==> src/rtl/x4xx_qsfp_axil_arbiter_if.sv <==
// AXI4-Lite channel bundle used on both the upstream requester ports and the
// downstream QSFP wrapper register port of the arbiter.
interface x4xx_qsfp_axil_arbiter_if #(
   parameter int ADDR_W = 40
);
   logic [ADDR_W-1:0] awaddr;
   logic              awvalid;
   logic              awready;
   logic [31:0]       wdata;
   logic [3:0]        wstrb;
   logic              wvalid;
   logic              wready;
   logic [1:0]        bresp;
   logic              bvalid;
   logic              bready;
   logic [ADDR_W-1:0] araddr;
   logic              arvalid;
   logic              arready;
   logic [31:0]       rdata;
   logic [1:0]        rresp;
   logic              rvalid;
   logic              rready;

   modport master (
      output awaddr, awvalid, wdata, wstrb, wvalid, bready, araddr, arvalid, rready,
      input  awready, wready, bresp, bvalid, arready, rdata, rresp, rvalid
   );

   modport slave (
      input  awaddr, awvalid, wdata, wstrb, wvalid, bready, araddr, arvalid, rready,
      output awready, wready, bresp, bvalid, arready, rdata, rresp, rvalid
   );
endinterface

==> src/rtl/x4xx_qsfp_axil_arbiter.sv <==
// Two-requester, single-transaction AXI4-Lite arbiter in front of the QSFP register port.
// Optional response timeout with SLVERR completion: define QSFP_AXIL_TIMEOUT_EN.
module x4xx_qsfp_axil_arbiter #(
   parameter int ADDR_W      = 40,
   parameter int TIMEOUT_CYC = 1024
) (
   input  logic                     bus_clk,
   input  logic                     bus_rst,
   x4xx_qsfp_axil_arbiter_if.slave  s0_axi,
   x4xx_qsfp_axil_arbiter_if.slave  s1_axi,
   x4xx_qsfp_axil_arbiter_if.master m_axi,
   output logic [1:0]               grant
);
`ifdef QSFP_AXIL_TIMEOUT_EN
   typedef enum logic [2:0] {IDLE, WR_ADDR, WR_RESP, RD_ADDR, RD_DATA, ERR_RESP} state_t;
   localparam int CNT_W = $clog2(TIMEOUT_CYC + 1);
   logic [CNT_W-1:0] cnt_q, cnt_d;
   logic             err_wr_q, err_wr_d;
   logic             m_hs;
`else
   typedef enum logic [2:0] {IDLE, WR_ADDR, WR_RESP, RD_ADDR, RD_DATA} state_t;
   logic unused_timeout;
   assign unused_timeout = (TIMEOUT_CYC == 0);
`endif

   state_t            state_q, state_d, st_o;
   logic [1:0]        grant_q, grant_d;
   logic              last_q, last_d;
   logic              aw_done_q, aw_done_d, w_done_q, w_done_d;
   logic              gi, sel, done;
   logic              aw_hs, w_hs, ar_hs;
   logic [1:0]        s_awvalid, s_wvalid, s_arvalid, s_bready, s_rready;
   logic [1:0]        wr_pend, pend;
   logic [1:0]        s_awready, s_wready, s_arready, s_bvalid, s_rvalid;
   logic [1:0][1:0]   s_bresp, s_rresp;
   logic [1:0][31:0]  s_rdata;
   logic              m_awvalid, m_wvalid, m_arvalid, m_bready, m_rready;
   logic [ADDR_W-1:0] m_awaddr, m_araddr;

   assign gi        = grant_q[1];
   assign grant     = grant_q;
   assign s_awvalid = {s1_axi.awvalid, s0_axi.awvalid};
   assign s_wvalid  = {s1_axi.wvalid,  s0_axi.wvalid};
   assign s_arvalid = {s1_axi.arvalid, s0_axi.arvalid};
   assign s_bready  = {s1_axi.bready,  s0_axi.bready};
   assign s_rready  = {s1_axi.rready,  s0_axi.rready};
   assign wr_pend   = s_awvalid & s_wvalid;
   assign pend      = wr_pend | s_arvalid;
   // Port that was not served last has priority.
   assign sel       = pend[~last_q] ? ~last_q : last_q;

   assign m_awaddr      = gi ? s1_axi.awaddr : s0_axi.awaddr;
   assign m_araddr      = gi ? s1_axi.araddr : s0_axi.araddr;
   assign m_axi.awaddr  = m_awaddr;
   assign m_axi.araddr  = m_araddr;
   assign m_axi.wdata   = gi ? s1_axi.wdata : s0_axi.wdata;
   assign m_axi.wstrb   = gi ? s1_axi.wstrb : s0_axi.wstrb;
   assign m_axi.awvalid = m_awvalid;
   assign m_axi.wvalid  = m_wvalid;
   assign m_axi.arvalid = m_arvalid;
   assign m_axi.bready  = m_bready;
   assign m_axi.rready  = m_rready;

   assign s0_axi.awready = s_awready[0];
   assign s0_axi.wready  = s_wready[0];
   assign s0_axi.arready = s_arready[0];
   assign s0_axi.bvalid  = s_bvalid[0];
   assign s0_axi.bresp   = s_bresp[0];
   assign s0_axi.rvalid  = s_rvalid[0];
   assign s0_axi.rresp   = s_rresp[0];
   assign s0_axi.rdata   = s_rdata[0];
   assign s1_axi.awready = s_awready[1];
   assign s1_axi.wready  = s_wready[1];
   assign s1_axi.arready = s_arready[1];
   assign s1_axi.bvalid  = s_bvalid[1];
   assign s1_axi.bresp   = s_bresp[1];
   assign s1_axi.rvalid  = s_rvalid[1];
   assign s1_axi.rresp   = s_rresp[1];
   assign s1_axi.rdata   = s_rdata[1];

   // Outputs are decoded from an IDLE-forced state while reset is held so
   // that nothing handshakes during the reset cycle itself.
   assign st_o = bus_rst ? IDLE : state_q;

   always_comb begin
      s_awready = '0;
      s_wready  = '0;
      s_arready = '0;
      s_bvalid  = '0;
      s_rvalid  = '0;
      s_bresp   = '0;
      s_rresp   = '0;
      s_rdata   = '0;
      m_awvalid = 1'b0;
      m_wvalid  = 1'b0;
      m_arvalid = 1'b0;
      m_bready  = 1'b0;
      m_rready  = 1'b0;
      case (st_o)
         WR_ADDR: begin
            m_awvalid     = s_awvalid[gi] & ~aw_done_q;
            m_wvalid      = s_wvalid[gi] & ~w_done_q;
            s_awready[gi] = m_axi.awready & ~aw_done_q;
            s_wready[gi]  = m_axi.wready & ~w_done_q;
         end
         WR_RESP: begin
            m_bready     = s_bready[gi];
            s_bvalid[gi] = m_axi.bvalid;
            s_bresp[gi]  = m_axi.bresp;
         end
         RD_ADDR: begin
            m_arvalid     = s_arvalid[gi];
            s_arready[gi] = m_axi.arready;
         end
         RD_DATA: begin
            m_rready     = s_rready[gi];
            s_rvalid[gi] = m_axi.rvalid;
            s_rresp[gi]  = m_axi.rresp;
            s_rdata[gi]  = m_axi.rdata;
         end
`ifdef QSFP_AXIL_TIMEOUT_EN
         ERR_RESP: begin
            if (err_wr_q) begin
               s_bvalid[gi] = 1'b1;
               s_bresp[gi]  = 2'b10;
            end else begin
               s_rvalid[gi] = 1'b1;
               s_rresp[gi]  = 2'b10;
               s_rdata[gi]  = 32'hDEAD_BEEF;
            end
         end
`endif
         default: ;
      endcase
   end

   assign aw_hs = m_awvalid & m_axi.awready;
   assign w_hs  = m_wvalid & m_axi.wready;
   assign ar_hs = m_arvalid & m_axi.arready;
   assign done  = (s_bvalid[gi] & s_bready[gi]) | (s_rvalid[gi] & s_rready[gi]);
`ifdef QSFP_AXIL_TIMEOUT_EN
   assign m_hs  = aw_hs | w_hs | ar_hs | (m_axi.bvalid & m_bready) | (m_axi.rvalid & m_rready);
`endif

   always_comb begin
      state_d   = state_q;
      grant_d   = grant_q;
      last_d    = last_q;
      aw_done_d = aw_done_q;
      w_done_d  = w_done_q;
`ifdef QSFP_AXIL_TIMEOUT_EN
      cnt_d     = cnt_q;
      err_wr_d  = err_wr_q;
`endif
      case (state_q)
         IDLE: begin
            if (|pend) begin
               grant_d = sel ? 2'b10 : 2'b01;
               state_d = wr_pend[sel] ? WR_ADDR : RD_ADDR;
            end
         end
         WR_ADDR: begin
            aw_done_d = aw_done_q | aw_hs;
            w_done_d  = w_done_q | w_hs;
            if (aw_done_d && w_done_d) begin
               state_d   = WR_RESP;
               aw_done_d = 1'b0;
               w_done_d  = 1'b0;
            end
         end
         RD_ADDR: if (ar_hs) state_d = RD_DATA;
         default: begin
            if (done) begin
               state_d = IDLE;
               grant_d = 2'b00;
               last_d  = gi;
            end
         end
      endcase
`ifdef QSFP_AXIL_TIMEOUT_EN
      if (state_q == IDLE || state_q == ERR_RESP || m_hs) begin
         cnt_d = '0;
      end else if (cnt_q == CNT_W'(TIMEOUT_CYC - 1)) begin
         cnt_d     = '0;
         state_d   = ERR_RESP;
         err_wr_d  = (state_q == WR_ADDR) || (state_q == WR_RESP);
         aw_done_d = 1'b0;
         w_done_d  = 1'b0;
      end else begin
         cnt_d = cnt_q + 1'b1;
      end
`endif
   end

   always_ff @(posedge bus_clk) begin
      if (bus_rst) begin
         state_q   <= IDLE;
         grant_q   <= 2'b00;
         last_q    <= 1'b1;
         aw_done_q <= 1'b0;
         w_done_q  <= 1'b0;
`ifdef QSFP_AXIL_TIMEOUT_EN
         cnt_q     <= '0;
         err_wr_q  <= 1'b0;
`endif
      end else begin
         state_q   <= state_d;
         grant_q   <= grant_d;
         last_q    <= last_d;
         aw_done_q <= aw_done_d;
         w_done_q  <= w_done_d;
`ifdef QSFP_AXIL_TIMEOUT_EN
         cnt_q     <= cnt_d;
         err_wr_q  <= err_wr_d;
`endif
      end
   end
endmodule

==> src/flat_wrapper.sv <==
// flat-port wrapper written by rule: the top's interface ports become plain ports
module x4xx_qsfp_axil_arbiter_flat 
#(
   parameter int ADDR_W      = 40,
   parameter int TIMEOUT_CYC = 1024
)
  (bus_clk, bus_rst, grant, s0_axi_awaddr, s0_axi_awvalid, s0_axi_wdata, s0_axi_wstrb, s0_axi_wvalid, s0_axi_bready, s0_axi_araddr, s0_axi_arvalid, s0_axi_rready, s0_axi_awready, s0_axi_wready, s0_axi_bresp, s0_axi_bvalid, s0_axi_arready, s0_axi_rdata, s0_axi_rresp, s0_axi_rvalid, s1_axi_awaddr, s1_axi_awvalid, s1_axi_wdata, s1_axi_wstrb, s1_axi_wvalid, s1_axi_bready, s1_axi_araddr, s1_axi_arvalid, s1_axi_rready, s1_axi_awready, s1_axi_wready, s1_axi_bresp, s1_axi_bvalid, s1_axi_arready, s1_axi_rdata, s1_axi_rresp, s1_axi_rvalid, m_axi_awaddr, m_axi_awvalid, m_axi_wdata, m_axi_wstrb, m_axi_wvalid, m_axi_bready, m_axi_araddr, m_axi_arvalid, m_axi_rready, m_axi_awready, m_axi_wready, m_axi_bresp, m_axi_bvalid, m_axi_arready, m_axi_rdata, m_axi_rresp, m_axi_rvalid);
  x4xx_qsfp_axil_arbiter_if #(.ADDR_W(ADDR_W)) s0_axi_i ();
  x4xx_qsfp_axil_arbiter_if #(.ADDR_W(ADDR_W)) s1_axi_i ();
  x4xx_qsfp_axil_arbiter_if #(.ADDR_W(ADDR_W)) m_axi_i ();
  input  logic bus_clk;
  input  logic bus_rst;
  output logic [1:0] grant;
  input wire logic [$bits(s0_axi_i.awaddr)-1:0] s0_axi_awaddr;
  input wire logic [$bits(s0_axi_i.awvalid)-1:0] s0_axi_awvalid;
  input wire logic [$bits(s0_axi_i.wdata)-1:0] s0_axi_wdata;
  input wire logic [$bits(s0_axi_i.wstrb)-1:0] s0_axi_wstrb;
  input wire logic [$bits(s0_axi_i.wvalid)-1:0] s0_axi_wvalid;
  input wire logic [$bits(s0_axi_i.bready)-1:0] s0_axi_bready;
  input wire logic [$bits(s0_axi_i.araddr)-1:0] s0_axi_araddr;
  input wire logic [$bits(s0_axi_i.arvalid)-1:0] s0_axi_arvalid;
  input wire logic [$bits(s0_axi_i.rready)-1:0] s0_axi_rready;
  output wire logic [$bits(s0_axi_i.awready)-1:0] s0_axi_awready;
  output wire logic [$bits(s0_axi_i.wready)-1:0] s0_axi_wready;
  output wire logic [$bits(s0_axi_i.bresp)-1:0] s0_axi_bresp;
  output wire logic [$bits(s0_axi_i.bvalid)-1:0] s0_axi_bvalid;
  output wire logic [$bits(s0_axi_i.arready)-1:0] s0_axi_arready;
  output wire logic [$bits(s0_axi_i.rdata)-1:0] s0_axi_rdata;
  output wire logic [$bits(s0_axi_i.rresp)-1:0] s0_axi_rresp;
  output wire logic [$bits(s0_axi_i.rvalid)-1:0] s0_axi_rvalid;
  input wire logic [$bits(s1_axi_i.awaddr)-1:0] s1_axi_awaddr;
  input wire logic [$bits(s1_axi_i.awvalid)-1:0] s1_axi_awvalid;
  input wire logic [$bits(s1_axi_i.wdata)-1:0] s1_axi_wdata;
  input wire logic [$bits(s1_axi_i.wstrb)-1:0] s1_axi_wstrb;
  input wire logic [$bits(s1_axi_i.wvalid)-1:0] s1_axi_wvalid;
  input wire logic [$bits(s1_axi_i.bready)-1:0] s1_axi_bready;
  input wire logic [$bits(s1_axi_i.araddr)-1:0] s1_axi_araddr;
  input wire logic [$bits(s1_axi_i.arvalid)-1:0] s1_axi_arvalid;
  input wire logic [$bits(s1_axi_i.rready)-1:0] s1_axi_rready;
  output wire logic [$bits(s1_axi_i.awready)-1:0] s1_axi_awready;
  output wire logic [$bits(s1_axi_i.wready)-1:0] s1_axi_wready;
  output wire logic [$bits(s1_axi_i.bresp)-1:0] s1_axi_bresp;
  output wire logic [$bits(s1_axi_i.bvalid)-1:0] s1_axi_bvalid;
  output wire logic [$bits(s1_axi_i.arready)-1:0] s1_axi_arready;
  output wire logic [$bits(s1_axi_i.rdata)-1:0] s1_axi_rdata;
  output wire logic [$bits(s1_axi_i.rresp)-1:0] s1_axi_rresp;
  output wire logic [$bits(s1_axi_i.rvalid)-1:0] s1_axi_rvalid;
  output wire logic [$bits(m_axi_i.awaddr)-1:0] m_axi_awaddr;
  output wire logic [$bits(m_axi_i.awvalid)-1:0] m_axi_awvalid;
  output wire logic [$bits(m_axi_i.wdata)-1:0] m_axi_wdata;
  output wire logic [$bits(m_axi_i.wstrb)-1:0] m_axi_wstrb;
  output wire logic [$bits(m_axi_i.wvalid)-1:0] m_axi_wvalid;
  output wire logic [$bits(m_axi_i.bready)-1:0] m_axi_bready;
  output wire logic [$bits(m_axi_i.araddr)-1:0] m_axi_araddr;
  output wire logic [$bits(m_axi_i.arvalid)-1:0] m_axi_arvalid;
  output wire logic [$bits(m_axi_i.rready)-1:0] m_axi_rready;
  input wire logic [$bits(m_axi_i.awready)-1:0] m_axi_awready;
  input wire logic [$bits(m_axi_i.wready)-1:0] m_axi_wready;
  input wire logic [$bits(m_axi_i.bresp)-1:0] m_axi_bresp;
  input wire logic [$bits(m_axi_i.bvalid)-1:0] m_axi_bvalid;
  input wire logic [$bits(m_axi_i.arready)-1:0] m_axi_arready;
  input wire logic [$bits(m_axi_i.rdata)-1:0] m_axi_rdata;
  input wire logic [$bits(m_axi_i.rresp)-1:0] m_axi_rresp;
  input wire logic [$bits(m_axi_i.rvalid)-1:0] m_axi_rvalid;
  assign s0_axi_i.awaddr = s0_axi_awaddr;
  assign s0_axi_i.awvalid = s0_axi_awvalid;
  assign s0_axi_i.wdata = s0_axi_wdata;
  assign s0_axi_i.wstrb = s0_axi_wstrb;
  assign s0_axi_i.wvalid = s0_axi_wvalid;
  assign s0_axi_i.bready = s0_axi_bready;
  assign s0_axi_i.araddr = s0_axi_araddr;
  assign s0_axi_i.arvalid = s0_axi_arvalid;
  assign s0_axi_i.rready = s0_axi_rready;
  assign s0_axi_awready = s0_axi_i.awready;
  assign s0_axi_wready = s0_axi_i.wready;
  assign s0_axi_bresp = s0_axi_i.bresp;
  assign s0_axi_bvalid = s0_axi_i.bvalid;
  assign s0_axi_arready = s0_axi_i.arready;
  assign s0_axi_rdata = s0_axi_i.rdata;
  assign s0_axi_rresp = s0_axi_i.rresp;
  assign s0_axi_rvalid = s0_axi_i.rvalid;
  assign s1_axi_i.awaddr = s1_axi_awaddr;
  assign s1_axi_i.awvalid = s1_axi_awvalid;
  assign s1_axi_i.wdata = s1_axi_wdata;
  assign s1_axi_i.wstrb = s1_axi_wstrb;
  assign s1_axi_i.wvalid = s1_axi_wvalid;
  assign s1_axi_i.bready = s1_axi_bready;
  assign s1_axi_i.araddr = s1_axi_araddr;
  assign s1_axi_i.arvalid = s1_axi_arvalid;
  assign s1_axi_i.rready = s1_axi_rready;
  assign s1_axi_awready = s1_axi_i.awready;
  assign s1_axi_wready = s1_axi_i.wready;
  assign s1_axi_bresp = s1_axi_i.bresp;
  assign s1_axi_bvalid = s1_axi_i.bvalid;
  assign s1_axi_arready = s1_axi_i.arready;
  assign s1_axi_rdata = s1_axi_i.rdata;
  assign s1_axi_rresp = s1_axi_i.rresp;
  assign s1_axi_rvalid = s1_axi_i.rvalid;
  assign m_axi_awaddr = m_axi_i.awaddr;
  assign m_axi_awvalid = m_axi_i.awvalid;
  assign m_axi_wdata = m_axi_i.wdata;
  assign m_axi_wstrb = m_axi_i.wstrb;
  assign m_axi_wvalid = m_axi_i.wvalid;
  assign m_axi_bready = m_axi_i.bready;
  assign m_axi_araddr = m_axi_i.araddr;
  assign m_axi_arvalid = m_axi_i.arvalid;
  assign m_axi_rready = m_axi_i.rready;
  assign m_axi_i.awready = m_axi_awready;
  assign m_axi_i.wready = m_axi_wready;
  assign m_axi_i.bresp = m_axi_bresp;
  assign m_axi_i.bvalid = m_axi_bvalid;
  assign m_axi_i.arready = m_axi_arready;
  assign m_axi_i.rdata = m_axi_rdata;
  assign m_axi_i.rresp = m_axi_rresp;
  assign m_axi_i.rvalid = m_axi_rvalid;
  x4xx_qsfp_axil_arbiter #(.ADDR_W(ADDR_W), .TIMEOUT_CYC(TIMEOUT_CYC)) u_core (.bus_clk(bus_clk), .bus_rst(bus_rst), .s0_axi(s0_axi_i), .s1_axi(s1_axi_i), .m_axi(m_axi_i), .grant(grant));
endmodule
==> config.mk <==
export PLATFORM = sky130hd
export DESIGN_NAME = x4xx_qsfp_axil_arbiter_flat
export DESIGN_NICKNAME = d
export VERILOG_FILES = /design/src/rtl/x4xx_qsfp_axil_arbiter_if.sv /design/src/rtl/x4xx_qsfp_axil_arbiter.sv /design/src/flat_wrapper.sv
export SDC_FILE = /design/constraint.sdc
export NUM_CORES = 1
export LEC_CHECK = 0
export BUFFER_PORTS_ARGS = -buffer_cell sky130_fd_sc_hd__buf_2
export CORE_AREA = 2 2 191 193
export DETAILED_ROUTE_END_ITERATION = 16
export DIE_AREA = 0 0 193 195
export PLACE_DENSITY_LB_ADDON = 0.3
export SYNTH_ARGS = -nofsm -noshare
export SYNTH_HDL_FRONTEND = slang
export SYNTH_SLANG_ARGS = --single-unit
==> constraint.sdc <==
create_clock -name bus_clk -period 2.1 [get_ports bus_clk]
set_clock_uncertainty 0.2 [all_clocks]
set_input_delay 0 -clock bus_clk [delete_from_list [all_inputs] [get_ports bus_clk]]
set_output_delay 0 -clock bus_clk [all_outputs]
set_load 0.05 [all_outputs]
; Word-level counts from Yosys, hierarchy flattened
; Index checks and enable logic that the tools add are counted.
[op_classes]
n_lt_le_gt_ge = 4
n_mux = 55
n_reduce_logical = 11
n_eq_ne = 9
bitwise_logic = 27
[ops]
columns = op, count
row1 = $mux 40, 2
row2 = $and 64x64->64, 1
row3 = $mux 32, 2
row4 = $mux 64, 1
row5 = $demux 32 s1, 1
row6 = $mux 1, 27
row7 = $mux 2, 10
row8 = $mux 3, 5
row9 = $and 2x2->2, 6
row10 = $mux 4, 3
row11 = $and 1x1->1, 9
row12 = $eq 3x2->1 const B, 3
row13 = $pmux 3 s3, 1
row14 = $and 4x4->4, 2
row15 = $eq 3x1->1 const B, 2
row16 = $lt 1x2->1 const B, 3
row17 = $ne 2x1->1 const B, 3
row18 = $not 1->1, 5
row19 = $pmux 2 s2, 1
row20 = $reduce_and 4->1, 1
row21 = $reduce_bool 4->1, 1
row22 = $reduce_or 2->1, 2
row23 = $eq 3x3->1 const B, 1
row24 = $logic_not 3->1, 1
row25 = 10 further kinds, 13
[word_totals]
inputBits = 285
word_cells = 111
register_bits = 8
out_inout_bits = 205

; Longest topological paths before layout
; Gate-level depths: netlist (run 1).
[logic_depth]
word_depth = 12
ltp_mapped = 6
mapped_depth_nobuf = 5

; Worst setup path after synthesis (run 1)
; No wires, ideal clock.
[synth_path]
kind = flip-flop to output port
start = register u_core.grant_q[1], in the netlist u_core.grant[1]
end = output m_axi_arvalid
path_buffers = 1
slack_ns = -0.685
arrival_ns = 2.585
path_stages_with_launch = 4
required_time_ns = 1.900
path_cell_list = dfxtp_1 -> buf_2 -> mux2i_1 -> nor4_1
[synth_between]
elab_chain_cells = 3
[synth_lines]
columns = item, line
row1 = "start, declared", x4xx_qsfp_axil_arbiter.sv:27  ; logic [1:0] grant_q, grant_d;
row2 = "start signal, assigned", x4xx_qsfp_axil_arbiter.sv:208  ; grant_q <= grant_d;
row3 = $mux 1 (implied by the code) (2 in series), x4xx_qsfp_axil_arbiter.sv:112  ; m_arvalid = s_arvalid[gi];
row4 = $mux 1, x4xx_qsfp_axil_arbiter.sv:99  ; case (st_o)
row5 = "end, declared", flat_wrapper.sv:55  ; output wire logic [$bits(m_axi_i.arvalid)-1:0] m_axi_arvalid;
; No other way between the ends. The select of a mux whose other input is x is not followed.

; Final worst setup path (run 1)
[layout_path]
start = register u_core.state_q[1]
end = output s0_axi_rdata[16]
[layout_between]
elab_chain_cells = 3
[layout_lines]
columns = item, line
row1 = "start, declared", x4xx_qsfp_axil_arbiter.sv:26  ; state_t state_q, state_d, st_o;
row2 = "start signal, assigned", x4xx_qsfp_axil_arbiter.sv:207  ; state_q <= state_d;
row3 = $mux 3, x4xx_qsfp_axil_arbiter.sv:83  ; assign st_o = bus_rst ? IDLE : state_q;
row4 = $eq 3x3->1, x4xx_qsfp_axil_arbiter.sv:99
row5 = $mux 64, x4xx_qsfp_axil_arbiter.sv:99
row6 = "end, declared", flat_wrapper.sv:28  ; output wire logic [$bits(s0_axi_i.rdata)-1:0] s0_axi_rdata;
; No other way between the ends.

==> results.md, run 1 <==
- Antenna Nets Post-Route: 0
- Die width: between 150 and 200 um
- Vias: around 4.3k
- Final routed wire length divided by cell count: approximately 14 um
- Number of antenna violations at the first check in global routing: 8
- Startpoint of the lowest-slack hold path: s1_axi_arvalid
- Number of synthesized register bits: 8
- Critical Path Start Type: flip-flop
- Slew at the pin with the worst max-slew slack: around 470 ps
- Pins over their slew limit: 0
- Pin count of the biggest net entering global routing: 85
- RSZ-0062 raised after global routing: false
- Post-route setup TNS: 0 ps
- Final setup vio count: 0
- Static leakage: 3.16 nW
- Kind of path behind the tightest hold check: input port to flip-flop
- Boundary pin count: 490
- Post-synthesis simple-gate area fraction: roughly 29%
- Number of max-cap violations: 0
- Htree depth: 1
- First-pass GRT wire length: 23,600 um
- Standard-cell row count: slightly below 70
- Mapped Area: 2580 um^2
- Req. time, crit path: roughly 1900 ps
- Register area share after synthesis: just over 6%
- Die Outline Area: 37,600 um^2
- Wire length on met1: around 5700 um
- Post-route cell area: 6150 um^2
- Die height: 195 um
- Vias in the first global route: 4,168
- Post-Synth XOR/XNOR Area: 0%
- Worst hold path depth: 4
- Crit Path Category: flip-flop to primary output
- Post-Synthesis Mean Instance Area: roughly 8.5 um^2
- Number of library cell types mapped by synthesis: 40
- Total clock sinks: 8
- Overall routing resource usage: roughly 8.4%
- Top layer used by detailed routing: met4
- Initial detailed-routing violation count: 100
- DRT Pass-1 Iters: 4
- R2r endpoint: u_core.state_q[0]
- Met3 wirelength from detailed routing: 1970 um
- Clock tree buffer depth: 2
- Post-Route WL: about 18,000 um
- Capture endpoint of the worst hold path: u_core.grant[0]
- Worst Reg2Reg Path Length in Cells: 6
- Total met2 wirelength after detailed routing: approximately 9400 um
- Post-synthesis adder-cell area fraction: 0%
- Remaining DRCs: 0
- RePlAce Congestion: around 0.86
- Number of buffers inserted by port buffering: a little under 500
- Synth Net Count: just under 600
- Mux contribution to synthesized area: a little over half
- Skew-Pair Late Insertion Delay: 230 ps
- Power per cell area: ~580 nW/um^2
- Clock tree from TritonCTS: built
- Total global routing overflow: 0
- Setup slack of the worst register-to-register path: about 150 ps
- Compound-Gate Fraction of Synth Area: 6.84%
- Max Freq: 499 MHz
- Fin cells: between 1k and 1.5k
- Warnings, synthesis: 0
- Shortest clock period the worst path allows after layout: ~2000 ps
- Syn Inst Count: 303
- Critical path data arrival time: between 1500 and 2000 ps
- Prevailing post-synth register cell: dfxtp_1
- Reg2reg start: u_core.state_q[1]
- Normalized max-slew margin: between 60 and 70%
- Layout Nets: about 1.1k
- Layout cells sized above 1: approximately 81%
- Final Cycle Share: between 90% and 100%
- Vias per Instance: about 3.4
- Number of placed cells counting well taps: roughly 1.2k
- Ys async rst share: 0%
- Worst IR drop on VDD: approximately 0.00025 V
- Synthesis-to-finish area growth: 138%
- Status: complete, no violations
- Fin. Hold Viols: 0
- Clock tree root buffer cell: clkbuf_16
- Placed standard-cell area: 5800 um^2
- Critical Path End Type: primary output
- Worst Path Max Fanout: 35
- Std-Cell Core Area: between 30,000 and 40,000 um^2
- Initial core utilization: 7.29%
- Number of flops mapped to enable cells by yosys: 0
- CTS Buf Count: 3
- Clk pin slew, worst setup/hold paths: ~40 ps
- Total half-perimeter wirelength after legalization and detailed placement: 15,600 um
- Combinational family with the most area after synthesis: multiplexers
[layer usage]
metal / up-vias / global-route usage [%]
met4: 0 / 2.53
li1: 2064 / -
met3: 18 / 2.53
met5: - / 0
met2: 304 / 17.4
met1: 1915 / 7.57
[cells by family after synthesis]
family,after synthesis
AO/OA/AOI/OAI,22
buffers and inverters,28
flip-flops,8
multiplexers,121
AND/OR/NAND/NOR,124
[synthesized netlist by cell type, types with 2 or more instances]
library cell,instances,area [um^2]
a21oi_1,4,20.0
a31oi_1,2,12.5
and2_1,71,444
and3_1,6,37.5
buf_2,15,75.1
clkbuf_1,2,7.51
clkbuf_2,6,30.0
dfxtp_1,8,160
inv_1,5,18.8
mux2_2,116,1310
mux2i_1,4,40.0
nand2_1,10,37.5
nand3_1,3,15.0
nor2_1,14,52.6
nor2_4,2,22.5
nor2b_1,2,12.5
nor3_1,4,20.0
nor3b_1,3,22.5
nor4_1,2,12.5
o211ai_1,2,15.0
o21ai_0,3,15.0
[stage by stage]
stage	hold WS [ps]	setup slack [ps]	power (W)	util, %
3_5_place_dp	152	185	0.00321	16.4
6_report	10.5	97.8	0.00355	17.4
4_1_cts	10.3	14.8	0.00358	17.2
3_3_place_gp	162	179	0.00322	16.4
2_1_floorplan	-16.1	8.41	0.00236	-
5_1_grt	62.7	16.1	0.00375	17.4
[worst max-delay path by stage]
stage                            from           endpoint  slack, ps  cells after the start
finish              u_core.state_q[1]   s0_axi_rdata[16]        100                      5
global route        u_core.state_q[1]   s0_axi_rdata[28]         20                      5
CTS                 u_core.state_q[0]   s0_axi_rdata[14]         10                      5
detailed placement  u_core.state_q[0]  u_core.state_q[0]        180                      5
global placement    u_core.state_q[0]  u_core.state_q[0]        180                      5
floorplan             u_core.grant[1]  u_core.state_q[0]          8                      5
[layout make-up]
class	instances	area [um^2]
fill	3980	29200
timing repair buffer	506	2970
multi-input combinational	267	2330
tap	461	577
sequential	8	168
clock buffer	4	78.8
inverter	5	18.8
antenna	7	17.5
[power breakdown]
group	switching [W]	internal, W
clock network	0.0000790	0.000253
logic	0.00196	0.00100
registers	0.0000569	0.000192
total	0.00210	0.00145
[timing repair]
action	CTS	global route
resized for setup	68	13
setup endpoints to repair	73	82
hold buffers	4	0
hold endpoints to repair	5	0
pin swaps	1	1
buffers inserted	1	0
[critical path: stages, from the launching register on]
cell and delay, ps:
dfxtp_2 340, or4b_4 570, nor2_4 120, buf_12 180, and2_1 150, buf_4 190
[flip-flops by register name, indices dropped and copies added, names as in the netlist]
signal,cells
u_core.aw_done_q,1
u_core.w_done_q,1
u_core.state_q,3
u_core.last_q,1
u_core.grant,2
[cells in the final DEF (no fill, tap or decap), types with 2 or more instances in the layout]
master,count
buf_12,13
dfxtp_1,4
nor2b_1,2
nor2_1,14
nor2_4,2
and2_1,70
mux2_2,116
a31oi_1,2
o211ai_1,2
dlygate4sd3_1,4
buf_4,72
buf_2,408
a21oi_1,4
and3_1,6
mux2i_1,3
inv_1,5
nor3_1,3
buf_6,4
o21ai_0,3
diode_2,7
dfxtp_2,3
nor4_2,2
clkbuf_4,5
nand3_1,3
clkbuf_16,3
nor3b_1,2
nand2_1,10
Power figures use the tool's default switching activity.
==> run 2, diff against run 1 <==
--- a/config.mk
+++ b/config.mk
@@ -9,7 +9,7 @@
 export CORE_AREA = 2 2 191 193
 export DETAILED_ROUTE_END_ITERATION = 16
 export DIE_AREA = 0 0 193 195
-export PLACE_DENSITY_LB_ADDON = 0.3
+export PLACE_DENSITY = 0.36
 export SYNTH_ARGS = -nofsm -noshare
 export SYNTH_HDL_FRONTEND = slang
 export SYNTH_SLANG_ARGS = --single-unit
==> run 2 against run 1 <==
Compared with the run above:
- the run now ends with negative setup slack left
- clock power up 2%
- via count up 1.2%
- die area unchanged
- global-route usage down 0.25 points
- register-to-register slack worse by 120 ps
- highest routed layer is now met5
==> results.md, run 2 (synthesized netlist as in run 1, its figures left out) <==
- Number of antenna violations at the first check in global routing: 6
- Leading cell types in the layout, fill and taps excluded: 415 x buf_2, 116 x mux2_2, 45 x and2_1
- Post-Route WL: 18,400 um
- Global routing met1 resource utilization: 7.67%
- Boundary pin count: 490
- Standard-cell row count: slightly below 70
- Initial core utilization: under 10%
- Worst IR drop on VDD: around 0.00021 V
- Clock tree from TritonCTS: built
- Worst Path Max Fanout: 35
- Max Freq: between 400 and 500 MHz
- Static leakage: about 3.3 nW
- Number of buffers inserted by port buffering: about 500
- Overall routing resource usage: roughly 8.2%
- Violations in the final reports: negative setup slack
- Initial detailed-routing violation count: roughly 120
- Setup slack after layout: -12.4 ps
- Worst slack after detailed placement: 170 ps
- Crit Path Category: flip-flop to primary output
- Die height: 195 um
- Power per cell area: 542 nW/um^2
- Setup slack of the worst register-to-register path: 30 ps
- Remaining DRCs: 0
- Htree depth: 1
- Skew-Pair Late Insertion Delay: between 200 and 250 ps
- Clk pin slew, worst setup/hold paths: ~40 ps
- First-pass GRT wire length: ~23,000 um
- Die width: 193 um
- Layout cells sized above 1: between 80 and 90%
- Pins over their slew limit: 0
- Most common cell after layout, fill and taps aside: buf_2
- Req. time, crit path: about 1900 ps
- Shortest clock period the worst path allows after layout: about 2100 ps
- Pint: ~0.0015 W
- Critical Path Start Type: flip-flop
- RSZ-0062 raised after global routing: true
- Vias in the first global route: slightly above 4k
- Fin. Hold Viols: 0
- Clock tree root buffer cell: clkbuf_16
- Part of the power in the clock network: roughly a tenth
- R2r endpoint: u_core.state_q[0]
- Critical path data arrival time: 1910 ps
- Reg2reg start: u_core.state_q[0]
- Final Cycle Share: 101%
- Worst Reg2Reg Path Length in Cells: 7
- Kind of path behind the tightest hold check: input port to flip-flop
- Met3 Use GR: around 2.5%
- Largest register by flop count: u_core.state_q
- Antenna Nets Post-Route: 0
- Fraction of power consumed by combinational cells: 83.8%
- Layout Nets: about 1.1k
- Std-Cell Core Area: between 30,000 and 40,000 um^2
- Worst hold path depth: 4
- Sw Ratio: about three fifths
- GRT busiest layer: met2
- Vias: ~4.4k
- Slew at the pin with the worst max-slew slack: about 460 ps
- RePlAce Congestion: around 0.74
- Die Outline Area: ~38,000 um^2
- Final routed wire length divided by cell count: roughly 15 um
- Number of max-cap violations: 0
- Synthesis-to-finish area growth: 156%
- Total clock sinks: 8
- Status: finished, violations left
- Final setup vio count: 4
- Post-route setup TNS: -27.3 ps
- Critical Path Start: u_core.state_q[0]
- Clock tree buffer depth: 2
- CTS Buf Count: 3
- Total global routing overflow: 0
- Sw Pwr: between 0.002 and 0.0025 W
- GR Layer Usage met2: between 10% and 20%
- Worst slack on hold paths: roughly 7.4 ps
- Critical Path End Type: primary output
- Pin count of the biggest net entering global routing: 82
- DRT Pass-1 Iters: 4
- Total half-perimeter wirelength after legalization and detailed placement: between 15,000 and 20,000 um
- Max reg flops: 3
- Normalized max-slew margin: a little under 70%
- Vias per Instance: 3.46
- Share of power burned in registers: 6.7%
- Destination of the critical timing path: s0_axi_rdata[16]
## run 2: cell types whose count changed in the layout (fill, tap and decap cells not counted), sizes merged
cell / before / now
diode: 7 / 1
clkbuf: 9 / 7
buf: 497 / 507
dlygate4sd3: 4 / 2
## run 2: layout make-up
cell class              instances  area (um^2)
multi-input cells             267         2380
clock buffers                   4         78.8
repair buffers                512         3370
diodes                          1         2.50
flip-flops and latches          8          170
fillers                      4002        28800
well taps                     461          577
inverters                       5         18.8
## run 2: how the worst min path moves through the flow
stage | to | startpoint | slack [ps]
3_3_place_gp | u_core.grant[1] | bus_rst | 190
5_1_grt | u_core.grant[0] | s1_axi_arvalid | 60
6_report | u_core.grant[0] | s1_axi_arvalid | 7
2_1_floorplan | u_core.last_q | bus_rst | -20
4_1_cts | u_core.grant[0] | s1_axi_arvalid | 8
3_5_place_dp | u_core.grant[0] | bus_rst | 170
## run 2: what timing repair did
action	CTS	global route
pin swaps	1	27
buffers inserted	1	3
gates cloned	0	4
hold endpoints to repair	5	0
endpoints found under the setup margin	69	79
resized for setup	62	97
hold buffers	2	0
## run 2: metal layers
metal	wire, um	share of wire, %	vias to the layer above
li1	-	-	2072
met1	5960	32	1957
met2	10100	55	294
met3	1940	11	19
met4	248	1.4	10
met5	67	0.37	-
## run 2: power by group through the flow
stage / clock network, W / logic (W) / registers, W
2_1_floorplan: 0 / 0.00210 / 0.000253
3_3_place_gp: 0 / 0.00298 / 0.000238
3_5_place_dp: 0 / 0.00297 / 0.000241
4_1_cts: 0.000347 / 0.00300 / 0.000238
5_1_grt: 0.000356 / 0.00318 / 0.000246
6_report: 0.000340 / 0.00300 / 0.000238
## run 2: critical path, cell delays in order (launching register included)
cell     delay (ps)
dfxtp_4         340
or4b_4          540
buf_4           160
nor2_4           90
buf_12          170
and2_1          180
buf_6           170
## run 2: metrics by stage
step	cells	utilization [%]	power (W)	area [um^2]
finish	1258	18.6	0.00357	6600
CTS	1250	17.4	0.00359	6160
floorplan	303	-	0.00236	2610
global route	1258	18.6	0.00378	6600
detailed placement	1243	16.7	0.00321	5890
global placement	1243	16.7	0.00322	5890
